File: src/rtl/uart8_pkg.sv
// Shared definitions for the 8N1 UART: state encodings, frame geometry and line levels.
package uart8_pkg;

  localparam int DATA_BITS  = 8;
  localparam int OVERSAMPLE = 16;
  localparam int BIT_IDX_W  = $clog2(DATA_BITS);
  localparam int OS_W       = $clog2(OVERSAMPLE);

  localparam logic START_BIT = 1'b0;
  localparam logic STOP_BIT  = 1'b1;

  localparam logic [BIT_IDX_W-1:0] BIT_LAST = BIT_IDX_W'(DATA_BITS - 1);
  localparam logic [OS_W-1:0]      OS_MID   = OS_W'(OVERSAMPLE / 2 - 1);
  localparam logic [OS_W-1:0]      OS_LAST  = OS_W'(OVERSAMPLE - 1);

  typedef enum logic [2:0] {TX_IDLE, TX_START, TX_DATA, TX_STOP, TX_DONE} tx_state_e;
  typedef enum logic [2:0] {RX_IDLE, RX_START, RX_DATA, RX_STOP, RX_ERR} rx_state_e;

endpackage

File: src/rtl/uart8_baud_rate_gen.sv
// Free-running dividers producing one-cycle bit-rate and 16x oversample tick enables.
module baud_rate_gen
  import uart8_pkg::*;
#(
  parameter int TX_DIV = 1250,
  parameter int RX_DIV = 78
) (
  input  logic clk_i,
  input  logic rst_i,
  output logic tx_tick_o,
  output logic rx_tick_o
);

  localparam int TXW = (TX_DIV > 1) ? $clog2(TX_DIV) : 1;
  localparam int RXW = (RX_DIV > 1) ? $clog2(RX_DIV) : 1;
  localparam logic [TXW-1:0] TX_LAST = TXW'(TX_DIV - 1);
  localparam logic [RXW-1:0] RX_LAST = RXW'(RX_DIV - 1);

  logic [TXW-1:0] tx_cnt_q, tx_cnt_d;
  logic [RXW-1:0] rx_cnt_q, rx_cnt_d;

  always_comb begin
    tx_cnt_d = (tx_cnt_q == TX_LAST) ? '0 : tx_cnt_q + 1'b1;
    rx_cnt_d = (rx_cnt_q == RX_LAST) ? '0 : rx_cnt_q + 1'b1;
  end

  always_ff @(posedge clk_i) begin
    if (rst_i) begin
      tx_cnt_q <= '0;
      rx_cnt_q <= '0;
    end else begin
      tx_cnt_q <= tx_cnt_d;
      rx_cnt_q <= rx_cnt_d;
    end
  end

  assign tx_tick_o = (tx_cnt_q == TX_LAST);
  assign rx_tick_o = (rx_cnt_q == RX_LAST);

endmodule

File: src/rtl/uart8_transceiver.sv
// Full-duplex 8N1 UART: bit-rate transmitter and 16x-oversampling receiver on one clock.
module uart8_transceiver
  import uart8_pkg::*;
#(
  parameter int CLOCK_RATE   = 12000000,
  parameter int BAUD_RATE    = 9600,
  parameter int TURBO_FRAMES = 0
) (
  input  logic                 clk,
  input  logic                 reset,
  input  logic                 rxEn,
  input  logic                 rx,
  output logic                 rxBusy,
  output logic                 rxDone,
  output logic                 rxErr,
  output logic [DATA_BITS-1:0] out,
  input  logic                 txEn,
  input  logic                 txStart,
  input  logic [DATA_BITS-1:0] in,
  output logic                 txBusy,
  output logic                 txDone,
  output logic                 tx
);

  localparam int TX_DIV = CLOCK_RATE / BAUD_RATE;
  localparam int RX_DIV = CLOCK_RATE / (OVERSAMPLE * BAUD_RATE);
  localparam int FLAG_W = (TX_DIV > 1) ? $clog2(TX_DIV) : 1;
  localparam logic [FLAG_W-1:0] FLAG_LAST = FLAG_W'(TX_DIV - 1);

  logic txClk, rxClk;

  baud_rate_gen #(.TX_DIV(TX_DIV), .RX_DIV(RX_DIV)) u_baud (
    .clk_i     (clk),
    .rst_i     (reset),
    .tx_tick_o (txClk),
    .rx_tick_o (rxClk)
  );

  tx_state_e              tx_state_q;
  logic [DATA_BITS-1:0]   tx_shift_q;
  logic [BIT_IDX_W-1:0]   tx_bit_q;
  logic                   tx_q, txBusy_q, txDone_q;

  always_ff @(posedge clk) begin
    if (reset || !txEn) begin
      tx_state_q <= TX_IDLE;
      tx_q       <= STOP_BIT;
      txBusy_q   <= 1'b0;
      txDone_q   <= 1'b0;
      tx_bit_q   <= '0;
    end else if (txClk) begin
      unique case (tx_state_q)
        TX_IDLE, TX_DONE: begin
          txDone_q <= 1'b0;
          if (txStart) begin
            tx_state_q <= TX_START;
            tx_shift_q <= in;
            tx_q       <= START_BIT;
            txBusy_q   <= 1'b1;
          end else begin
            tx_state_q <= TX_IDLE;
            tx_q       <= STOP_BIT;
            txBusy_q   <= 1'b0;
          end
        end
        TX_START: begin
          tx_state_q <= TX_DATA;
          tx_q       <= tx_shift_q[0];
          tx_shift_q <= tx_shift_q >> 1;
          tx_bit_q   <= '0;
          txDone_q   <= 1'b0;
        end
        TX_DATA: begin
          if (tx_bit_q == BIT_LAST) begin
            tx_state_q <= TX_STOP;
            tx_q       <= STOP_BIT;
          end else begin
            tx_q       <= tx_shift_q[0];
            tx_shift_q <= tx_shift_q >> 1;
            tx_bit_q   <= tx_bit_q + 1'b1;
          end
        end
        TX_STOP: begin
          // In turbo mode the done pulse overlaps the next start bit.
          txDone_q <= 1'b1;
          if (txStart && TURBO_FRAMES != 0) begin
            tx_state_q <= TX_START;
            tx_shift_q <= in;
            tx_q       <= START_BIT;
          end else begin
            tx_state_q <= TX_DONE;
            tx_q       <= STOP_BIT;
            txBusy_q   <= 1'b0;
          end
        end
        default: tx_state_q <= TX_IDLE;
      endcase
    end
  end

  logic [2:0] rx_sync_q;
  logic       rx_s, rx_fell;

  always_ff @(posedge clk) begin
    if (reset) rx_sync_q <= '1;
    else       rx_sync_q <= {rx_sync_q[1:0], rx};
  end

  assign rx_s    = rx_sync_q[1];
  assign rx_fell = rx_sync_q[2] & ~rx_sync_q[1];

  rx_state_e              rx_state_q;
  logic [DATA_BITS-1:0]   rx_shift_q, out_q;
  logic [BIT_IDX_W-1:0]   rx_bit_q;
  logic [OS_W-1:0]        rx_os_q;
  logic [FLAG_W-1:0]      flag_cnt_q;
  logic                   rxBusy_q, rxDone_q, rxErr_q;

  always_ff @(posedge clk) begin
    if (reset || !rxEn) begin
      rx_state_q <= RX_IDLE;
      rxBusy_q   <= 1'b0;
      rxDone_q   <= 1'b0;
      rxErr_q    <= 1'b0;
      rx_os_q    <= '0;
      rx_bit_q   <= '0;
      flag_cnt_q <= '0;
      if (reset) out_q <= '0;
    end else begin
      // Flags are timed in system clocks so they span exactly one transmit bit period.
      if (rxDone_q || rxErr_q) begin
        if (flag_cnt_q == FLAG_LAST) begin
          rxDone_q <= 1'b0;
          rxErr_q  <= 1'b0;
        end
        flag_cnt_q <= flag_cnt_q + 1'b1;
      end
      unique case (rx_state_q)
        RX_IDLE: begin
          if (rx_fell) begin
            rx_state_q <= RX_START;
            rxBusy_q   <= 1'b1;
            rx_os_q    <= '0;
          end
        end
        RX_START: begin
          if (rxClk) begin
            if (rx_os_q == OS_MID) begin
              rx_os_q <= '0;
              if (rx_s) begin
                rx_state_q <= RX_IDLE;
                rxBusy_q   <= 1'b0;
              end else begin
                rx_state_q <= RX_DATA;
                rx_bit_q   <= '0;
              end
            end else begin
              rx_os_q <= rx_os_q + 1'b1;
            end
          end
        end
        RX_DATA: begin
          if (rxClk) begin
            if (rx_os_q == OS_LAST) begin
              rx_os_q    <= '0;
              rx_shift_q <= {rx_s, rx_shift_q[DATA_BITS-1:1]};
              if (rx_bit_q == BIT_LAST) rx_state_q <= RX_STOP;
              else                      rx_bit_q   <= rx_bit_q + 1'b1;
            end else begin
              rx_os_q <= rx_os_q + 1'b1;
            end
          end
        end
        RX_STOP: begin
          if (rxClk) begin
            if (rx_os_q == OS_LAST) begin
              rx_os_q    <= '0;
              rxBusy_q   <= 1'b0;
              flag_cnt_q <= '0;
              if (rx_s) begin
                out_q      <= rx_shift_q;
                rxDone_q   <= 1'b1;
                rxErr_q    <= 1'b0;
                rx_state_q <= RX_IDLE;
              end else begin
                rxErr_q    <= 1'b1;
                rxDone_q   <= 1'b0;
                rx_state_q <= RX_ERR;
              end
            end else begin
              rx_os_q <= rx_os_q + 1'b1;
            end
          end
        end
        RX_ERR: begin
          if (rx_s) rx_state_q <= RX_IDLE;
        end
        default: rx_state_q <= RX_IDLE;
      endcase
    end
  end

  assign tx     = tx_q;
  assign txBusy = txBusy_q;
  assign txDone = txDone_q;
  assign rxBusy = rxBusy_q;
  assign rxDone = rxDone_q;
  assign rxErr  = rxErr_q;
  assign out    = out_q;

endmodule

File: config.mk
export PLATFORM = sky130hd
export DESIGN_NAME = uart8_transceiver
export DESIGN_NICKNAME = d
export VERILOG_FILES = /design/src/rtl/uart8_pkg.sv /design/src/rtl/uart8_baud_rate_gen.sv /design/src/rtl/uart8_transceiver.sv
export SDC_FILE = /design/constraint.sdc
export NUM_CORES = 1
export LEC_CHECK = 0
export BUFFER_PORTS_ARGS = -buffer_cell sky130_fd_sc_hd__buf_2
export CAP_MARGIN = 15
export CORE_MARGIN = 8
export CORE_UTILIZATION = 62
export DETAILED_ROUTE_END_ITERATION = 8
export GPL_TIMING_DRIVEN = 0
export PLACE_DENSITY = 0.87
export REMOVE_ABC_BUFFERS = 1
export SYNTH_ARGS = -nofsm -noshare
export SYNTH_HDL_FRONTEND = slang
export SYNTH_HIERARCHICAL = 1
export SYNTH_SLANG_ARGS = --single-unit
File: constraint.sdc
create_clock -name clk -period 8.9 [get_ports clk]
set_clock_uncertainty 0.05 [all_clocks]
set_input_delay 0.445 -clock clk [delete_from_list [all_inputs] [get_ports clk]]
set_output_delay 0.445 -clock clk [all_outputs]
set_load 0.005 [all_outputs]
==> run_summary.xml, run 1 <==
<?xml version="1.0" encoding="UTF-8"?>
<metrics>
  <group name="setup_path">
    <metric name="path_cells" unit="">ha_1 -&gt; nand2_1 -&gt; nor4_1 -&gt; nand4_1 -&gt; o21ai_1 -&gt; a31oi_1 -&gt; a21bo_2</metric>
    <metric name="cp-end-kind" unit="">register</metric>
    <metric name="worst-path-max-fanout" unit="">12</metric>
    <metric name="crit_path_top_delay_cell" unit="">o21ai_1</metric>
    <metric name="crit_path_start_kind" unit="">register</metric>
    <metric name="criticalPathCategory" unit="">register to register</metric>
    <metric name="worst_ep_arrival_time" unit="ns">3.08</metric>
    <metric name="critical_path_s_largest_stage_delay" unit="ns">0.76</metric>
    <metric name="required" unit="ns">9.09</metric>
  </group>
  <group name="sta">
    <metric name="final.setup.worst_slack" unit="ns">6.01</metric>
    <metric name="hold_violations" unit="">0</metric>
    <metric name="min_period" unit="ns">2.89</metric>
    <metric name="max_slew.worst_pin.slew" unit="ns">1.11</metric>
    <metric name="grt_setup_unrepaired" unit="">no</metric>
    <metric name="fmax" unit="GHz">0.346</metric>
    <metric name="fin_tns_setup" unit="ns">0</metric>
    <metric name="final-setup-viol-count" unit="">0</metric>
    <metric name="final.period_utilization" unit="%">32.5</metric>
    <metric name="final-max-slew-violation-count" unit="">0</metric>
    <metric name="max-slew-margin-rel" unit="%">25.3</metric>
  </group>
  <group name="global_route">
    <metric name="grt_busiest_layer" unit="">met2</metric>
    <metric name="global_route.usage.met3" unit="%">3.59</metric>
    <metric name="global_route_wire_length_before_repair" unit="um">11500</metric>
    <metric name="initial_antenna_violation_count" unit="">0</metric>
    <metric name="globalRouteTotalUtil" unit="%">16.5</metric>
    <metric name="vias_in_the_first_global_route" unit="">2574</metric>
    <metric name="use_met2" unit="%">27.2</metric>
    <metric name="use_met1" unit="%">19.6</metric>
    <metric name="overflow" unit="">0</metric>
    <metric name="grt_max_degree" unit="">17</metric>
  </group>
  <group name="drt">
    <metric name="routed_wirelength" unit="um">6600</metric>
    <metric name="vias" unit="">2605</metric>
    <metric name="detail_route.vias_per_cell" unit="">5.74</metric>
    <metric name="detail_route.first_pass.iterations" unit="">4</metric>
    <metric name="wl_per_cell" unit="um">14.5</metric>
    <metric name="drc_errors" unit="">0</metric>
    <metric name="ant_nets" unit="">0</metric>
    <metric name="drt_iter0_drc" unit="">144</metric>
  </group>
  <group name="placed_design">
    <metric name="place.gp.congestion" unit="">0.890</metric>
    <metric name="hpwl" unit="um">4660</metric>
    <metric name="place.port_buffers" unit="">27</metric>
    <metric name="dpl_cell_area" unit="um2">3730</metric>
    <metric name="dp_worst_setup_slack" unit="ns">5.36</metric>
  </group>
  <group name="finish">
    <metric name="fraction_of_layout_cells_with_a_size_suffix_above_1" unit="%">16.5</metric>
    <metric name="final_design_area_no_fill" unit="um2">3910</metric>
    <metric name="final_common_cell" unit="">dfxtp_1</metric>
    <metric name="layout_common_cells" unit="">dfxtp_1, nor2_1, buf_2</metric>
    <metric name="area_growth" unit="%">9.65</metric>
    <metric name="antenna_cells" unit="">0</metric>
    <metric name="finish.net_count" unit="">402</metric>
  </group>
  <group name="cts">
    <metric name="cts.path.max_buffers" unit="">2</metric>
    <metric name="clockRootBuffer" unit="">clkbuf_8</metric>
    <metric name="clock_sink_count" unit="">78</metric>
    <metric name="postCtsSetupRepairBufs" unit="">0</metric>
    <metric name="cts_resized" unit="">0</metric>
    <metric name="path_clk_slew" unit="ns">0.07</metric>
    <metric name="worst_skew_pair.late_latency" unit="ns">0.34</metric>
    <metric name="tritoncts" unit="">built</metric>
    <metric name="hold_buffers" unit="">0</metric>
    <metric name="cts_buffers" unit="">9</metric>
    <metric name="htree_levels" unit="">3</metric>
  </group>
  <group name="synthesis">
    <metric name="synthesis.area_per_instance" unit="um2">10.2</metric>
    <metric name="yosysUniqueCellTypes" unit="">61</metric>
    <metric name="ys_warnings" unit="">6</metric>
    <metric name="ys_seq_area_share" unit="%">50.5</metric>
    <metric name="ys_ff_latch" unit="">78</metric>
    <metric name="synth_flop_cell" unit="">dfxtp_1</metric>
    <metric name="syn_inst" unit="">349</metric>
    <metric name="synth.top_cells.by_area" unit="">dfxtp_1, edfxtp_1, nor2_1</metric>
    <metric name="syn-cell-area" unit="um2">3570</metric>
    <metric name="synth_async_sr_flop_share" unit="%">0</metric>
    <metric name="synth_enable_flop_cells" unit="">24</metric>
    <metric name="synth_top_area_share" unit="%">30.3</metric>
    <metric name="synth_largest_area_cell" unit="">dfxtp_1</metric>
  </group>
  <group name="die">
    <metric name="floorplan.initialDensity" unit="%">64.4</metric>
    <metric name="dieArea" unit="um2">8430</metric>
    <metric name="row_count" unit="">27</metric>
    <metric name="design.core.area" unit="um2">5540</metric>
    <metric name="dieHeight" unit="um">91.8</metric>
    <metric name="io_pins" unit="">28</metric>
    <metric name="die_w" unit="um">91.8</metric>
  </group>
  <group name="pwr">
    <metric name="clock_power_share" unit="%">36.8</metric>
    <metric name="combPwrFrac" unit="%">3.5</metric>
    <metric name="int_power" unit="mW">0.497</metric>
    <metric name="vdd_ir_drop_max" unit="mV">0.123</metric>
    <metric name="fin_total_pwr" unit="mW">0.628</metric>
    <metric name="p_sw" unit="mW">0.131</metric>
    <metric name="power.density_cell_area" unit="nW/um2">161</metric>
    <metric name="cellLeakagePower" unit="nW">1.39</metric>
    <metric name="netSwitchingFraction" unit="%">20.9</metric>
    <metric name="register_share_of_total_power" unit="%">59.7</metric>
  </group>
  <group name="worst_hold_path">
    <metric name="min-delay-path-class" unit="">input pin to register</metric>
  </group>
  <group name="run_status">
    <metric name="outcome" unit="">finished, final reports clean</metric>
  </group>
  <group name="flow_run">
    <metric name="max_cap_violations" unit="">0</metric>
  </group>
</metrics>
## cell usage after synthesis, types with 7 or more instances
master and instances:
ha_1 11, edfxtp_1 24, xor2_1 10, a21oi_1 27
nor3_1 9, nand3_1 12, nand2_1 23, mux2_1 7
and2_1 11, nand2b_1 8, dfxtp_1 54, nor2_1 39
inv_1 7, o21ai_0 12
## worst paths after layout
path                                  from                       to  slack, ns  cells after the start
max reg2reg  u_baud/rx_cnt_q[0]$_SDFF_PP0_         rxErr$_SDFF_PP0_       6.01                      7
max          u_baud/rx_cnt_q[0]$_SDFF_PP0_         rxErr$_SDFF_PP0_       6.01                      7
min reg2reg        rx_sync_q[0]$_SDFF_PP1_  rx_sync_q[1]$_SDFF_PP1_       0.37                      1
min                                     rx  rx_sync_q[0]$_SDFF_PP1_       0.24                      2
## registers in the layout (all words and copies together) (netlist names)
| register | flops |
|---|---|
| flag_cnt_q | 11 |
| u_baud/tx_cnt_q | 11 |
| out | 8 |
| rx_shift_q | 8 |
| tx_shift_q | 8 |
| u_baud/rx_cnt_q | 7 |
| rx_os_q | 4 |
| rx_bit_q | 3 |
| rx_state_q | 3 |
| rx_sync_q | 3 |
| tx_bit_q | 3 |
| tx_state_q | 3 |
| rxBusy | 1 |
| rxDone | 1 |
| rxErr | 1 |
| tx | 1 |
| txBusy | 1 |
| txDone | 1 |
## stage by stage
| stage | utilization, % | instances | hold slack, ns |
|---|---|---|---|
| floorplan | - | 337 | 0.339 |
| global placement | 67.3 | 436 | 0.341 |
| detailed placement | 67.3 | 436 | 0.363 |
| CTS | 70.3 | 452 | 0.228 |
| global route | 70.6 | 454 | 0.237 |
| finish | 70.6 | 454 | 0.241 |
## layer usage
layer,wire [um],vias up
met5,0,-
met4,84,0
met3,264,8
met2,3240,44
met1,3010,1231
li1,-,1322
## cell type report
type / instances / area, um2
sequential: 78 / 1800
multi-input combinational: 252 / 1670
fill: 415 / 1630
clock buffer: 15 / 166
timing repair buffer: 29 / 148
tap: 72 / 90.1
inverter: 7 / 26.3
clock inverter: 1 / 5.00
## power groups by stage
| stage | combinational, mW | clock (mW) | sequential (mW) |
|---|---|---|---|
| after floorplan | 0.0132 | 0 | 0.382 |
| after global placement | 0.0213 | 0 | 0.382 |
| after detailed placement | 0.0225 | 0 | 0.383 |
| after CTS | 0.0226 | 0.237 | 0.374 |
| after global routing | 0.0251 | 0.252 | 0.375 |
| final | 0.0221 | 0.231 | 0.375 |
## critical path: cells and delay by family, from the launching register on
family / cells / cell delay, ns
AO/OA/AOI/OAI: 3 / 1.15
AND/OR/NAND/NOR: 3 / 1.00
adder cells (fa/ha/maj): 1 / 0.17
flip-flops: 1 / 0.40
## logic make-up (layout without fill, tap and decap cells)
| logic type | count (synthesis) | in the layout | synth area share (%) |
|---|---|---|---|
| adder cells (fa/ha/maj) | 11 | 11 | 3.86 |
| AND/OR/NAND/NOR | 151 | 151 | 24.1 |
| buffers and inverters | 19 | 52 | 2.56 |
| flip-flops | 78 | 78 | 50.5 |
| XOR/XNOR | 16 | 16 | 3.93 |
| AO/OA/AOI/OAI | 64 | 64 | 11.9 |
| multiplexers | 10 | 10 | 3.05 |
(Power assumes the default switching activity.)
==> run 2, diff against run 1 <==
--- a/config.mk
+++ b/config.mk
@@ -8,10 +8,10 @@
 export BUFFER_PORTS_ARGS = -buffer_cell sky130_fd_sc_hd__buf_2
 export CAP_MARGIN = 15
 export CORE_MARGIN = 8
-export CORE_UTILIZATION = 62
+export CORE_UTILIZATION = 59
 export DETAILED_ROUTE_END_ITERATION = 8
 export GPL_TIMING_DRIVEN = 0
-export PLACE_DENSITY = 0.87
+export PLACE_DENSITY = 0.84
 export REMOVE_ABC_BUFFERS = 1
 export SYNTH_ARGS = -nofsm -noshare
 export SYNTH_HDL_FRONTEND = slang
==> constraint.sdc (replaced) <==
create_clock -name clk -period 2.7 [get_ports clk]
set_clock_uncertainty 0.05 [all_clocks]
set_input_delay 0.135 -clock clk [delete_from_list [all_inputs] [get_ports clk]]
set_output_delay 0.135 -clock clk [all_outputs]
set_load 0.005 [all_outputs]
==> run_summary.xml, run 2 (synthesized netlist as in run 1, its figures left out) <==
<?xml version="1.0" encoding="UTF-8"?>
<metrics>
  <group name="run_status">
    <metric name="outcome" unit="">finished, final reports clean</metric>
  </group>
  <group name="finish">
    <metric name="area_growth" unit="%">11.2</metric>
    <metric name="final_common_cell" unit="">dfxtp_1</metric>
    <metric name="final-instance-count-excl-fill" unit="">456</metric>
    <metric name="fraction_of_layout_cells_with_a_size_suffix_above_1" unit="%">17.6</metric>
    <metric name="final_core_util" unit="%">67.3</metric>
    <metric name="finish.net_count" unit="">401</metric>
    <metric name="layout_top_registers" unit="">flag_cnt_q: 11 flops, u_baud/tx_cnt_q: 11 flops</metric>
    <metric name="antenna_cells" unit="">0</metric>
    <metric name="final_design_area_no_fill" unit="um2">3960</metric>
    <metric name="layout_common_cells" unit="">dfxtp_1, nor2_1, a21oi_1, buf_2, edfxtp_1</metric>
  </group>
  <group name="global_route">
    <metric name="grt_max_degree" unit="">17</metric>
    <metric name="overflow" unit="">0</metric>
    <metric name="vias_in_the_first_global_route" unit="">2503</metric>
    <metric name="global_route_wire_length_before_repair" unit="um">11400</metric>
    <metric name="initial_antenna_violation_count" unit="">0</metric>
    <metric name="globalRouteTotalUtil" unit="%">16.1</metric>
  </group>
  <group name="drt">
    <metric name="drc_errors" unit="">0</metric>
    <metric name="ant_nets" unit="">0</metric>
    <metric name="detail_route.first_pass.iterations" unit="">4</metric>
    <metric name="drt_iter0_drc" unit="">203</metric>
    <metric name="routed_wirelength" unit="um">6730</metric>
    <metric name="wl_per_cell" unit="um">14.8</metric>
    <metric name="vias" unit="">2591</metric>
    <metric name="detail_route.vias_per_cell" unit="">5.68</metric>
  </group>
  <group name="placed_design">
    <metric name="dp.cells" unit="">439</metric>
    <metric name="place.gp.congestion" unit="">0.818</metric>
    <metric name="dp_worst_setup_slack" unit="ns">-0.827</metric>
    <metric name="hpwl" unit="um">4650</metric>
    <metric name="dpl_cell_area" unit="um2">3730</metric>
    <metric name="place.port_buffers" unit="">27</metric>
  </group>
  <group name="setup_path">
    <metric name="crit_path_top_delay_cell" unit="">nor4_4</metric>
    <metric name="required" unit="ns">2.65</metric>
    <metric name="worst-path-max-fanout" unit="">8</metric>
    <metric name="cp-end-kind" unit="">register</metric>
    <metric name="crit_path_start_kind" unit="">register</metric>
    <metric name="worst_ep_arrival_time" unit="ns">2.43</metric>
    <metric name="critical_path_s_largest_stage_delay" unit="ns">0.52</metric>
    <metric name="criticalPathCategory" unit="">register to register</metric>
    <metric name="path_cells" unit="">ha_1 -&gt; nand4_1 -&gt; nor4_4 -&gt; inv_1 -&gt; nor3_4</metric>
    <metric name="worst-r2r-cell-count" unit="">5</metric>
  </group>
  <group name="sta">
    <metric name="final-setup-viol-count" unit="">0</metric>
    <metric name="max-slew-margin-rel" unit="%">55.3</metric>
    <metric name="max_slew.worst_pin.slew" unit="ns">0.664</metric>
    <metric name="fmax" unit="GHz">0.403</metric>
    <metric name="min_period" unit="ns">2.48</metric>
    <metric name="hold_violations" unit="">0</metric>
    <metric name="final-max-slew-violation-count" unit="">0</metric>
    <metric name="final.setup.worst_slack" unit="ns">0.218</metric>
    <metric name="fin_tns_setup" unit="ns">0</metric>
    <metric name="final.period_utilization" unit="%">91.9</metric>
    <metric name="grt_setup_unrepaired" unit="">no</metric>
  </group>
  <group name="pwr">
    <metric name="cellLeakagePower" unit="nW">1.40</metric>
    <metric name="power.density_cell_area" unit="nW/um2">537</metric>
    <metric name="vdd_ir_drop_max" unit="mV">0.336</metric>
  </group>
  <group name="cts">
    <metric name="worst_skew_pair.late_latency" unit="ns">0.35</metric>
    <metric name="clock_sink_count" unit="">78</metric>
    <metric name="path_clk_slew" unit="ns">0.07</metric>
    <metric name="tritoncts" unit="">built</metric>
    <metric name="clockRootBuffer" unit="">clkbuf_8</metric>
    <metric name="htree_levels" unit="">3</metric>
    <metric name="cts_buffers" unit="">9</metric>
    <metric name="cts.path.max_buffers" unit="">2</metric>
  </group>
  <group name="die">
    <metric name="design.core.area" unit="um2">5890</metric>
    <metric name="dieHeight" unit="um">93.7</metric>
    <metric name="row_count" unit="">28</metric>
    <metric name="io_pins" unit="">28</metric>
    <metric name="die_w" unit="um">93.7</metric>
    <metric name="floorplan.initialDensity" unit="%">60.6</metric>
    <metric name="dieArea" unit="um2">8790</metric>
  </group>
  <group name="worst_hold_path">
    <metric name="timing.hold.worst_path_depth" unit="">2</metric>
    <metric name="min-delay-path-class" unit="">input pin to register</metric>
  </group>
  <group name="flow_run">
    <metric name="max_cap_violations" unit="">0</metric>
  </group>
</metrics>
## run 2: path summary, 6_finish.rpt
check,endpoint,slack (ns),from
worst max-delay path,tx_shift_q[6]$_DFFE_PP_,0.22,u_baud/tx_cnt_q[0]$_SDFF_PP0_
worst min-delay path,tx_shift_q[5]$_DFFE_PP_,0.02,in[5]
worst max register to register,tx_shift_q[6]$_DFFE_PP_,0.22,u_baud/tx_cnt_q[0]$_SDFF_PP0_
worst min register to register,rx_sync_q[1]$_SDFF_PP1_,0.38,rx_sync_q[0]$_SDFF_PP1_
## run 2: per-layer routing
| metal | up-vias | track usage [%] | part of all wire [%] |
|---|---|---|---|
| met5 | - | 0 | 0 |
| met4 | 0 | 8.72 | 1.5 |
| met3 | 9 | 4.00 | 4.0 |
| met2 | 39 | 25.8 | 49 |
| met1 | 1224 | 19.4 | 46 |
| li1 | 1319 | - | - |
## run 2: cell type report
| cell class | instances | area, um2 |
|---|---|---|
| clock buffer | 11 | 131 |
| clock inverter | 5 | 51.3 |
| fill | 457 | 1920 |
| inverter | 7 | 26.3 |
| multi-input combinational | 252 | 1710 |
| sequential | 78 | 1800 |
| tap | 75 | 93.8 |
| timing repair buffer | 28 | 145 |
## run 2: through the flow
stage	hold slack [ns]	power (mW)
6_report	0.0243	2.13
5_1_grt	0.0153	2.22
4_1_cts	0.0169	2.14
3_5_place_dp	0.294	1.33
3_3_place_gp	0.289	1.33
2_1_floorplan	0.189	1.30
## run 2: timing repair
item,in CTS,in global routing
hold endpoints to repair,1,0
hold buffers,1,0
endpoints found under the setup margin,22,30
gates resized for setup,5,2
pin swaps,0,0
setup buffers,0,0
## run 2: report_power, final
part           switching (mW)  internal [mW]  total [mW]
logic                  0.0416         0.0332      0.0748
clock network           0.399          0.421       0.821
registers              0.0146           1.22        1.23
## run 2: critical path: cells and delay by family (launching register included)
kind / cells / cell delay (ns)
adder cells (fa/ha/maj): 1 / 0.18
buffers and inverters: 1 / 0.26
flip-flops: 1 / 0.42
AND/OR/NAND/NOR: 3 / 1.22
==> run 3, diff against run 2 <==
--- a/config.mk
+++ b/config.mk
@@ -8,10 +8,10 @@
 export BUFFER_PORTS_ARGS = -buffer_cell sky130_fd_sc_hd__buf_2
 export CAP_MARGIN = 15
 export CORE_MARGIN = 8
-export CORE_UTILIZATION = 59
+export CORE_UTILIZATION = 62
 export DETAILED_ROUTE_END_ITERATION = 8
 export GPL_TIMING_DRIVEN = 0
-export PLACE_DENSITY = 0.84
+export PLACE_DENSITY = 0.87
 export REMOVE_ABC_BUFFERS = 1
 export SYNTH_ARGS = -nofsm -noshare
 export SYNTH_HDL_FRONTEND = slang
==> constraint.sdc (replaced) <==
create_clock -name clk -period 2.88 [get_ports clk]
set_clock_uncertainty 0.05 [all_clocks]
set_input_delay 0.144 -clock clk [delete_from_list [all_inputs] [get_ports clk]]
set_output_delay 0.144 -clock clk [all_outputs]
set_load 0.005 [all_outputs]
==> run_summary.xml, run 3 (synthesized netlist as in run 1, its figures left out) <==
<?xml version="1.0" encoding="UTF-8"?>
<metrics>
  <group name="run_status">
    <metric name="outcome" unit="">finished, final reports clean</metric>
  </group>
  <group name="finish">
    <metric name="final_common_cell" unit="">dfxtp_1</metric>
    <metric name="filler_cells_inserted" unit="">409</metric>
    <metric name="final_design_area_no_fill" unit="um2">3940</metric>
    <metric name="finish.net_count" unit="">401</metric>
    <metric name="final_core_util" unit="%">71.1</metric>
    <metric name="layout_common_cells" unit="">dfxtp_1, nor2_1, a21oi_1, buf_2, edfxtp_1</metric>
    <metric name="final-instance-count-excl-fill" unit="">453</metric>
    <metric name="layout_top_registers" unit="">flag_cnt_q: 11 flops, u_baud/tx_cnt_q: 11 flops</metric>
    <metric name="area_growth" unit="%">10.5</metric>
    <metric name="fraction_of_layout_cells_with_a_size_suffix_above_1" unit="%">17.3</metric>
    <metric name="antenna_cells" unit="">0</metric>
  </group>
  <group name="pwr">
    <metric name="fin_total_pwr" unit="mW">1.95</metric>
    <metric name="vdd_ir_drop_max" unit="mV">0.385</metric>
    <metric name="cellLeakagePower" unit="nW">1.39</metric>
    <metric name="power.density_cell_area" unit="nW/um2">494</metric>
  </group>
  <group name="setup_path">
    <metric name="path_cells" unit="">or4b_4 -&gt; nor4_2 -&gt; inv_1 -&gt; nor3_4</metric>
    <metric name="crit_path_start_kind" unit="">register</metric>
    <metric name="worst_ep_arrival_time" unit="ns">2.62</metric>
    <metric name="worst-path-max-fanout" unit="">8</metric>
    <metric name="crit_path_top_delay_cell" unit="">or4b_4</metric>
    <metric name="criticalPathCategory" unit="">register to register</metric>
    <metric name="required" unit="ns">2.83</metric>
    <metric name="critical_path_s_largest_stage_delay" unit="ns">0.57</metric>
    <metric name="cp-end-kind" unit="">register</metric>
  </group>
  <group name="sta">
    <metric name="fin_tns_setup" unit="ns">0</metric>
    <metric name="hold_slack" unit="ns">0.0415</metric>
    <metric name="final.setup.worst_slack" unit="ns">0.210</metric>
    <metric name="grt_setup_unrepaired" unit="">no</metric>
    <metric name="max_slew.worst_pin.slew" unit="ns">0.730</metric>
    <metric name="final-max-slew-violation-count" unit="">0</metric>
    <metric name="max-slew-margin-rel" unit="%">51.0</metric>
    <metric name="min_period" unit="ns">2.67</metric>
    <metric name="fmax" unit="GHz">0.375</metric>
    <metric name="final-setup-viol-count" unit="">0</metric>
    <metric name="final.period_utilization" unit="%">92.7</metric>
    <metric name="hold_violations" unit="">0</metric>
  </group>
  <group name="global_route">
    <metric name="vias_in_the_first_global_route" unit="">2601</metric>
    <metric name="globalRouteTotalUtil" unit="%">16.7</metric>
    <metric name="overflow" unit="">0</metric>
    <metric name="global_route_wire_length_before_repair" unit="um">11600</metric>
    <metric name="initial_antenna_violation_count" unit="">0</metric>
    <metric name="grt_max_degree" unit="">17</metric>
  </group>
  <group name="placed_design">
    <metric name="dp_worst_setup_slack" unit="ns">-0.661</metric>
    <metric name="dpl_cell_area" unit="um2">3730</metric>
    <metric name="dp.cells" unit="">436</metric>
    <metric name="hpwl" unit="um">4660</metric>
    <metric name="place.port_buffers" unit="">27</metric>
    <metric name="place.gp.congestion" unit="">0.890</metric>
  </group>
  <group name="die">
    <metric name="die_w" unit="um">91.8</metric>
    <metric name="floorplan.initialDensity" unit="%">64.4</metric>
    <metric name="dieArea" unit="um2">8430</metric>
    <metric name="io_pins" unit="">28</metric>
    <metric name="design.core.area" unit="um2">5540</metric>
    <metric name="dieHeight" unit="um">91.8</metric>
    <metric name="row_count" unit="">27</metric>
  </group>
  <group name="flow_run">
    <metric name="max_cap_violations" unit="">0</metric>
  </group>
  <group name="drt">
    <metric name="wl_per_cell" unit="um">14.8</metric>
    <metric name="routed_wirelength" unit="um">6700</metric>
    <metric name="detail_route.vias_per_cell" unit="">5.82</metric>
    <metric name="vias" unit="">2637</metric>
    <metric name="drt_iter0_drc" unit="">150</metric>
    <metric name="detail_route.first_pass.iterations" unit="">4</metric>
    <metric name="ant_nets" unit="">0</metric>
    <metric name="drc_errors" unit="">0</metric>
  </group>
  <group name="cts">
    <metric name="clock_sink_count" unit="">78</metric>
    <metric name="cts_buffers" unit="">9</metric>
    <metric name="htree_levels" unit="">3</metric>
    <metric name="path_clk_slew" unit="ns">0.07</metric>
    <metric name="tritoncts" unit="">built</metric>
    <metric name="clockRootBuffer" unit="">clkbuf_8</metric>
    <metric name="worst_skew_pair.late_latency" unit="ns">0.34</metric>
    <metric name="cts.path.max_buffers" unit="">2</metric>
    <metric name="postCtsSetupRepairBufs" unit="">0</metric>
  </group>
  <group name="worst_hold_path">
    <metric name="min-delay-path-class" unit="">input pin to register</metric>
  </group>
</metrics>
[run 3: cell types whose count changed in the layout (fill, tap and decap cells not counted)]
cell	delta
bufinv_16	-1
clkinv_2	-1
clkbuf_8	+2
nor4_2	+1
clkbuf_1	+2
nor4_4	-1
clkinvlp_4	-1
clkinv_1	-1
[run 3: timing repair]
item,in CTS,in global routing
endpoints found under the hold margin,1,0
pin swaps,0,0
gates resized for setup,3,3
hold buffers,1,0
endpoints found under the setup margin,19,29
[run 3: worst paths after layout]
| path | startpoint | endpoint | slack [ns] | cells after the start |
|---|---|---|---|---|
| max | u_baud/tx_cnt_q[4]$_SDFF_PP0_ | tx_shift_q[7]$_SDFFCE_PN0P_ | 0.21 | 4 |
| min reg2reg | rx_sync_q[0]$_SDFF_PP1_ | rx_sync_q[1]$_SDFF_PP1_ | 0.37 | 1 |
| min | in[6] | tx_shift_q[6]$_DFFE_PP_ | 0.04 | 2 |
| max reg2reg | u_baud/tx_cnt_q[4]$_SDFF_PP0_ | tx_shift_q[7]$_SDFFCE_PN0P_ | 0.21 | 4 |
[run 3: cell type report]
type,count,area [um2],area share (%)
Clock buffer,15,166,4.22
Clock inverter,1,5.00,0.127
Inverter,7,26.3,0.667
Multi-Input combinational cell,252,1710,43.3
Sequential cell,78,1800,45.7
Tap cell,72,90.1,2.29
Timing Repair Buffer,28,145,3.68
[run 3: power breakdown]
part	leakage [nW]	internal [mW]	total [mW]	switching (mW)
Combinational	0.642	0.0311	0.0708	0.0397
Clock	0.0877	0.361	0.718	0.357
Sequential	0.662	1.14	1.16	0.0140
[run 3: critical path, delay by kind of cell (launching register included)]
family,cells,cell delay [ns]
buf+inv,1,0.31
flops,1,0.37
simple gates,3,1.59
[run 3: layer usage]
metal / vias up / track usage (%) / share of wire (%)
li1: 1318 / - / -
met5: - / 0 / 0
met2: 62 / 27.7 / 48
met1: 1244 / 19.7 / 45
met4: 0 / 9.26 / 2.2
met3: 13 / 3.59 / 4.6
